==> config.mk <==
export PLATFORM = sky130hd
export DESIGN_NAME = ysyx_24100006_id_exe_reg
export DESIGN_NICKNAME = d
export VERILOG_FILES = /design/src/rtl/ysyx_24100006_id_exe_reg.sv
export SDC_FILE = /design/constraint.sdc
export NUM_CORES = 1
export LEC_CHECK = 0
export ABC_AREA = 1
export BUFFER_PORTS_ARGS = -buffer_cell sky130_fd_sc_hd__buf_2
export CAP_MARGIN = 20
export CORE_ASPECT_RATIO = 0.8
export CORE_UTILIZATION = 55
export CTS_BUF_LIST = sky130_fd_sc_hd__clkbuf_8
export CTS_CLUSTER_DIAMETER = 150
export DETAILED_ROUTE_END_ITERATION = 10
export PLACE_DENSITY = 0.81
export SLEW_MARGIN = 15
export SYNTH_ARGS = -nofsm -noshare
export SYNTH_HDL_FRONTEND = slang
export SYNTH_SLANG_ARGS = --single-unit
==> constraint.sdc <==
create_clock -name clk -period 20.1 [get_ports clk]
set_clock_uncertainty 0.05 [all_clocks]
set_input_delay 4.02 -clock clk [delete_from_list [all_inputs] [get_ports clk]]
set_output_delay 4.02 -clock clk [all_outputs]
set_load 0.02 [all_outputs]
==> src/rtl/ysyx_24100006_id_exe_reg.sv <==
// ---------------------------------------------------------------------------
// ysyx_24100006_id_exe_reg
//
// Pipeline register between the decode stage (IDU) and the execute stage
// (EXEU), built as a two-entry skid buffer. The "main" entry drives the *_E
// outputs. The "skid" entry catches one extra payload that was accepted in
// the same cycle EXEU stalled. Because of the skid entry, id_in_ready can come
// straight from a flop and needs no combinational path from exe_out_ready.
//
// Ports
//   clk, reset        rising-edge clock, asynchronous active-high reset
//   id_in_valid       IDU payload valid
//   id_in_ready       block can accept a payload (registered)
//   exe_out_valid     main entry holds a payload for EXEU (registered)
//   exe_out_ready     EXEU accepts the main entry
//   flush             redirect/exception kill; empties the buffer at the
//                     next edge and discards any same-cycle input
//   <field>_D/_E      decoded payload fields, input side / output side
//
// Optional feature
//   YSYX_24100006_IDEXE_PC_TRACE_EN : adds pc_D/pc_E. The pc is carried
//   through main and skid like any other payload field.
// ---------------------------------------------------------------------------
module ysyx_24100006_id_exe_reg (
    input  logic        clk,
    input  logic        reset,

    input  logic        id_in_valid,
    output logic        id_in_ready,
    output logic        exe_out_valid,
    input  logic        exe_out_ready,
    input  logic        flush,

`ifdef YSYX_24100006_IDEXE_PC_TRACE_EN
    input  logic [31:0] pc_D,
    output logic [31:0] pc_E,
`endif

    input  logic [3:0]  aluop_D,
    input  logic        Gpr_Write_D,
    input  logic        Csr_Write_D,
    input  logic [3:0]  Gpr_Write_Addr_D,
    input  logic [11:0] Csr_Write_Addr_D,
    input  logic [1:0]  Gpr_Write_RD_D,
    input  logic [2:0]  Jump_D,
    input  logic [1:0]  sram_read_write_D,
    input  logic [2:0]  Mem_Mask_D,
    input  logic        irq_D,
    input  logic        is_fence_i_D,
    input  logic [31:0] pc_j_m_e_n_D,
    input  logic [31:0] alu_a_data_D,
    input  logic [31:0] alu_b_data_D,
    input  logic [31:0] pc_add_imm_D,
    input  logic [31:0] wdata_csr_D,
    input  logic [31:0] wdata_gpr_D,
    input  logic [31:0] pc_add_4_D,

    output logic [3:0]  aluop_E,
    output logic        Gpr_Write_E,
    output logic        Csr_Write_E,
    output logic [3:0]  Gpr_Write_Addr_E,
    output logic [11:0] Csr_Write_Addr_E,
    output logic [1:0]  Gpr_Write_RD_E,
    output logic [2:0]  Jump_E,
    output logic [1:0]  sram_read_write_E,
    output logic [2:0]  Mem_Mask_E,
    output logic        irq_E,
    output logic        is_fence_i_E,
    output logic [31:0] pc_j_m_e_n_E,
    output logic [31:0] alu_a_data_E,
    output logic [31:0] alu_b_data_E,
    output logic [31:0] pc_add_imm_E,
    output logic [31:0] wdata_csr_E,
    output logic [31:0] wdata_gpr_E,
    output logic [31:0] pc_add_4_E
);

    typedef enum logic [1:0] {
        EMPTY = 2'd0,
        ONE   = 2'd1,
        TWO   = 2'd2
    } state_e;

    typedef struct packed {
`ifdef YSYX_24100006_IDEXE_PC_TRACE_EN
        logic [31:0] pc;
`endif
        logic [3:0]  aluop;
        logic        gpr_write;
        logic        csr_write;
        logic [3:0]  gpr_write_addr;
        logic [11:0] csr_write_addr;
        logic [1:0]  gpr_write_rd;
        logic [2:0]  jump;
        logic [1:0]  sram_read_write;
        logic [2:0]  mem_mask;
        logic        irq;
        logic        is_fence_i;
        logic [31:0] pc_j_m_e_n;
        logic [31:0] alu_a_data;
        logic [31:0] alu_b_data;
        logic [31:0] pc_add_imm;
        logic [31:0] wdata_csr;
        logic [31:0] wdata_gpr;
        logic [31:0] pc_add_4;
    } payload_t;

    state_e   state_q, state_d;
    payload_t main_q, main_d;
    payload_t skid_q, skid_d;
    payload_t in_pl_s;
    logic     ready_q;
    logic     valid_q;
    logic     in_fire_s;
    logic     out_fire_s;

    // Pack the input-side fields into one payload word.
    always_comb begin
        in_pl_s                 = '0;
`ifdef YSYX_24100006_IDEXE_PC_TRACE_EN
        in_pl_s.pc              = pc_D;
`endif
        in_pl_s.aluop           = aluop_D;
        in_pl_s.gpr_write       = Gpr_Write_D;
        in_pl_s.csr_write       = Csr_Write_D;
        in_pl_s.gpr_write_addr  = Gpr_Write_Addr_D;
        in_pl_s.csr_write_addr  = Csr_Write_Addr_D;
        in_pl_s.gpr_write_rd    = Gpr_Write_RD_D;
        in_pl_s.jump            = Jump_D;
        in_pl_s.sram_read_write = sram_read_write_D;
        in_pl_s.mem_mask        = Mem_Mask_D;
        in_pl_s.irq             = irq_D;
        in_pl_s.is_fence_i      = is_fence_i_D;
        in_pl_s.pc_j_m_e_n      = pc_j_m_e_n_D;
        in_pl_s.alu_a_data      = alu_a_data_D;
        in_pl_s.alu_b_data      = alu_b_data_D;
        in_pl_s.pc_add_imm      = pc_add_imm_D;
        in_pl_s.wdata_csr       = wdata_csr_D;
        in_pl_s.wdata_gpr       = wdata_gpr_D;
        in_pl_s.pc_add_4        = pc_add_4_D;
    end

    // ready_q is low only in TWO, so in_fire can never happen in TWO.
    assign in_fire_s  = id_in_valid & ready_q;
    assign out_fire_s = valid_q & exe_out_ready;

    // Next-state and payload-movement logic. Flush overrides everything.
    // Payload registers are left as they are on flush.
    always_comb begin
        state_d = state_q;
        main_d  = main_q;
        skid_d  = skid_q;
        if (flush) begin
            state_d = EMPTY;
        end else begin
            case (state_q)
                EMPTY: begin
                    if (in_fire_s) begin
                        state_d = ONE;
                        main_d  = in_pl_s;
                    end else begin
                        state_d = EMPTY;
                    end
                end
                ONE: begin
                    if (in_fire_s && out_fire_s) begin
                        state_d = ONE;
                        main_d  = in_pl_s;
                    end else if (in_fire_s) begin
                        // EXEU stalled: park the newer payload behind main.
                        state_d = TWO;
                        skid_d  = in_pl_s;
                    end else if (out_fire_s) begin
                        state_d = EMPTY;
                    end else begin
                        state_d = ONE;
                    end
                end
                TWO: begin
                    if (out_fire_s) begin
                        // The older payload left, so the skid entry moves up into main.
                        state_d = ONE;
                        main_d  = skid_q;
                    end else begin
                        state_d = TWO;
                    end
                end
                default: begin
                    state_d = EMPTY;
                end
            endcase
        end
    end

    // State, handshake flops and payload storage.
    always_ff @(posedge clk or posedge reset) begin
        if (reset) begin
            state_q <= EMPTY;
            main_q  <= '0;
            skid_q  <= '0;
            ready_q <= 1'b1;
            valid_q <= 1'b0;
        end else begin
            state_q <= state_d;
            main_q  <= main_d;
            skid_q  <= skid_d;
            ready_q <= (state_d != TWO);
            valid_q <= (state_d != EMPTY);
        end
    end

    assign id_in_ready   = ready_q;
    assign exe_out_valid = valid_q;

    // Side-effecting controls are masked so a stale main entry can never
    // trigger a write, memory access, fence or interrupt.
    assign Gpr_Write_E       = main_q.gpr_write  & valid_q;
    assign Csr_Write_E       = main_q.csr_write  & valid_q;
    assign is_fence_i_E      = main_q.is_fence_i & valid_q;
    assign irq_E             = main_q.irq        & valid_q;
    assign sram_read_write_E = main_q.sram_read_write & {2{valid_q}};

`ifdef YSYX_24100006_IDEXE_PC_TRACE_EN
    assign pc_E              = main_q.pc;
`endif
    assign aluop_E           = main_q.aluop;
    assign Gpr_Write_Addr_E  = main_q.gpr_write_addr;
    assign Csr_Write_Addr_E  = main_q.csr_write_addr;
    assign Gpr_Write_RD_E    = main_q.gpr_write_rd;
    assign Jump_E            = main_q.jump;
    assign Mem_Mask_E        = main_q.mem_mask;
    assign pc_j_m_e_n_E      = main_q.pc_j_m_e_n;
    assign alu_a_data_E      = main_q.alu_a_data;
    assign alu_b_data_E      = main_q.alu_b_data;
    assign pc_add_imm_E      = main_q.pc_add_imm;
    assign wdata_csr_E       = main_q.wdata_csr;
    assign wdata_gpr_E       = main_q.wdata_gpr;
    assign pc_add_4_E        = main_q.pc_add_4;

endmodule

==> run summary <==
number of pins exceeding their max-slew limit in the final report: 0
Most common cell on crit path: buf_4
Critical Path Max Stage Delay: 0.91 ns
critical path startpoint category: input port
die extent in x: 240 um
starting utilization of the core area: 56.0%
HPWL reported at the end of detailed placement: 37700 um
Overall Power: 3430 uW
Max VDD drop: 0.0000859 V
aggregate global routing overflow: 0
delay-heaviest family, CP: buffers and inverters
count of filler cells inserted in the layout: 3831
Routed WL per cell: 15.2 um
cell area after technology mapping: 0.0250 mm^2
share of the clock period used by the worst path: 33.4%
CTS-repair resized insts: 0
time the final worst path needs with I/O delays and setup: 6.72 ns
commonest cells after routing, fill and taps aside: 1050 x nand2_1, 522 x buf_2, 519 x dfrtp_1, 298 x inv_1, 271 x o21ai_0
number of port buffers: 522
Setup crit end kind: flop
final estimated routing congestion in global placement: 0.843
worst reg-to-reg setup slack: 15.64 ns
number of iterations in the first detailed-routing pass: 8
Syn Area/Cell: 8.10 um^2
clock tree root buffer cell: clkbuf_8
count of standard-cell rows: 69
Die H: 193 um
Num CTS Buffers: 82
count of mapped cells out of synthesis: 3081
first-pass GRT wire length: 94900 um
measured slew at the worst slew-check pin: 1.11 ns
area of the multi-input gates: 0.00793 mm^2
sink count of the clock tree: 520
endpoint of the worst-slack reg-to-reg timing path: alu_b_data_E[1]
number of cells on the critical path: 9
cell at the slowest stage of the critical path: buf_4
Final Setup Violations: 0
insertion delay to the later sink of the worst-skew pair: 0.66 ns
detailed-route DRC error count: 0
synthesized netlist net count: 3345
Area after DPL: 0.0255 mm^2
class of the most critical setup path: in2reg
via count: 20.1k
RSZ-0062 raised after global routing: no
CTS H-Tree Depth: 3
max_slew headroom: 26.2%
source of the critical timing path: id_in_valid
leakage dissipation: 0.0150 uW
end of the critical path: skid_q[148]
count of non-filler cells in the finished layout: 3931
number of global-route vias before repair: 18.4k
GR Util All Layers: 25.7%
Via-to-Cell Ratio: 5.12
area growth from synthesis to final layout: 9.24%
run status: completed
HP Class: reg2reg
worst r2r src: state_q[1]
highest achievable clock rate: 149 MHz
smallest hold slack: 0.414 ns
largest net degree at the start of global routing: 241
ratio of total power to cell area: 126 mW/mm^2
Critical Path RT: 20.61 ns
Max Cap Violations: 0
critical-path cell list: buf_2 -> nand2_1 -> inv_1 -> nand4_1 -> buf_4 -> buf_4 -> buf_4 -> nand2_1 -> o21ai_1
Total Neg Setup Slack: 0 ns
fraction of the yosys area taken by sequential cells: 52.1%
Floorplan Core Area: 0.0445 mm^2
number of buffers inserted by post-CTS setup repair: 0
number of endpoints with negative hold slack in the final report: 0
Worst Path Arrival: 7.23 ns
R2R cell count: 8
Post-CTS Hold Buffers: 0
final standard cell area without fillers: 0.0273 mm^2
Max Fanout on Critical Path: 104
Detail Route Antenna Nets: 0
die area: 0.0462 mm^2
Longest Clk Path Bufs: 3
initial antenna violation count: 15
FF+latch count, synth: 520
Storage cell area: 0.0130 mm^2
Clock transition at path regs: 0.06 ns
buffers plus inverters on the worst setup path: 5
count of distinct cell types in the synthesized netlist: 22
Ys Warns: 0
overall routed net length: 59900 um
net count of the finished layout: 3523
violation count after the first detailed-route iteration: 1680
count of placed standard cells including taps: 3776
most common cell after layout, fill and taps aside: nand2_1
CTS tree: done
Boundary Pins: 523
share of post-route cells with drive strength above 1: 20.2%
==> metrics by stage <==
| step | worst slack [ns] | util (%) |
|---|---|---|
| floorplan | 1.50 | - |
| global placement | 12.78 | 57.3 |
| detailed placement | 12.76 | 57.3 |
| CTS | 13.45 | 61.0 |
| global route | 13.14 | 61.2 |
| finish | 13.38 | 61.2 |
==> worst register-to-register path, delay by kind of cell, from the launching register on <==
kind	cells	cell delay, ns
flops	1	0.44
buf+inv	4	2.59
simple gates	3	0.90
compound gates	1	0.38
==> cell type report <==
class,instances,area share (%)
timing repair buffer,545,10.5
inverter,273,3.79
multi-input combinational,1837,29.1
clock inverter,37,0.707
sequential,520,47.7
tap,603,2.77
antenna,11,0.101
clock buffer,105,5.30
==> Yosys cell counts, drive strengths merged <==
cell / count / area (um^2)
a21oi: 2 / 10.0
buf: 395 / 2790
clkbuf: 56 / 210
dfrtp: 519 / 13000
dfstp: 1 / 26.3
ha: 1 / 12.5
inv: 273 / 1020
nand2: 1051 / 3950
nand3: 261 / 1310
nand4: 1 / 6.26
nor2: 4 / 32.5
o21ai: 517 / 2600
==> per-layer routing <==
| metal | part of all wire (%) | GRT usage [%] | routed length (um) | up-vias |
|---|---|---|---|---|
| met5 | 0.11 | 0 | 63 | - |
| met4 | 2.7 | 10.0 | 1620 | 10 |
| met3 | 7.7 | 5.68 | 4600 | 117 |
| met1 | 43 | 35.2 | 25400 | 9419 |
| li1 | - | - | - | 9822 |
| met2 | 47 | 40.0 | 28100 | 768 |
==> how the worst min path moves through the flow <==
stage                                 from               end  slack, ns  cells after the start
after floorplan                main_q[224]       main_q[224]       0.39                      2
after global placement     wdata_csr_E[24]   wdata_csr_E[24]       0.40                      2
after detailed placement  pc_add_imm_E[14]  pc_add_imm_E[14]       0.40                      2
after CTS                    pc_add_4_E[5]     pc_add_4_E[5]       0.42                      2
after global routing      pc_j_m_e_n_E[23]  pc_j_m_e_n_E[23]       0.43                      2
final                        pc_add_4_E[5]     pc_add_4_E[5]       0.41                      2
==> cells by family (layout without fill, tap and decap cells) <==
family,count (synthesis),in the layout,share of synthesized area [%]
and+or+nand+nor,1317,1317,21.2
buffers and inverters,724,960,16.1
DFF,520,520,52.1
AOI/OAI and AO/OA,519,519,10.5
adders and majority gates,1,1,0.0501
other,0,11,0
==> sequential cells by signal, summed over array words and instances (netlist names), 4 cells and up <==
| name | flops |
|---|---|
| pc_add_imm_E | 32 |
| pc_add_4_E | 32 |
| aluop_E | 4 |
| Gpr_Write_Addr_E | 4 |
| wdata_gpr_E | 32 |
| pc_j_m_e_n_E | 32 |
| main_q | 6 |
| skid_q | 258 |
| alu_a_data_E | 32 |
| wdata_csr_E | 32 |
| alu_b_data_E | 32 |
| Csr_Write_Addr_E | 12 |
==> report_power, final <==
part,switching (uW),internal (uW)
registers,210,1410
clock network,412,481
logic,605,312
Note: power is estimated with default switching activity, not from simulation.
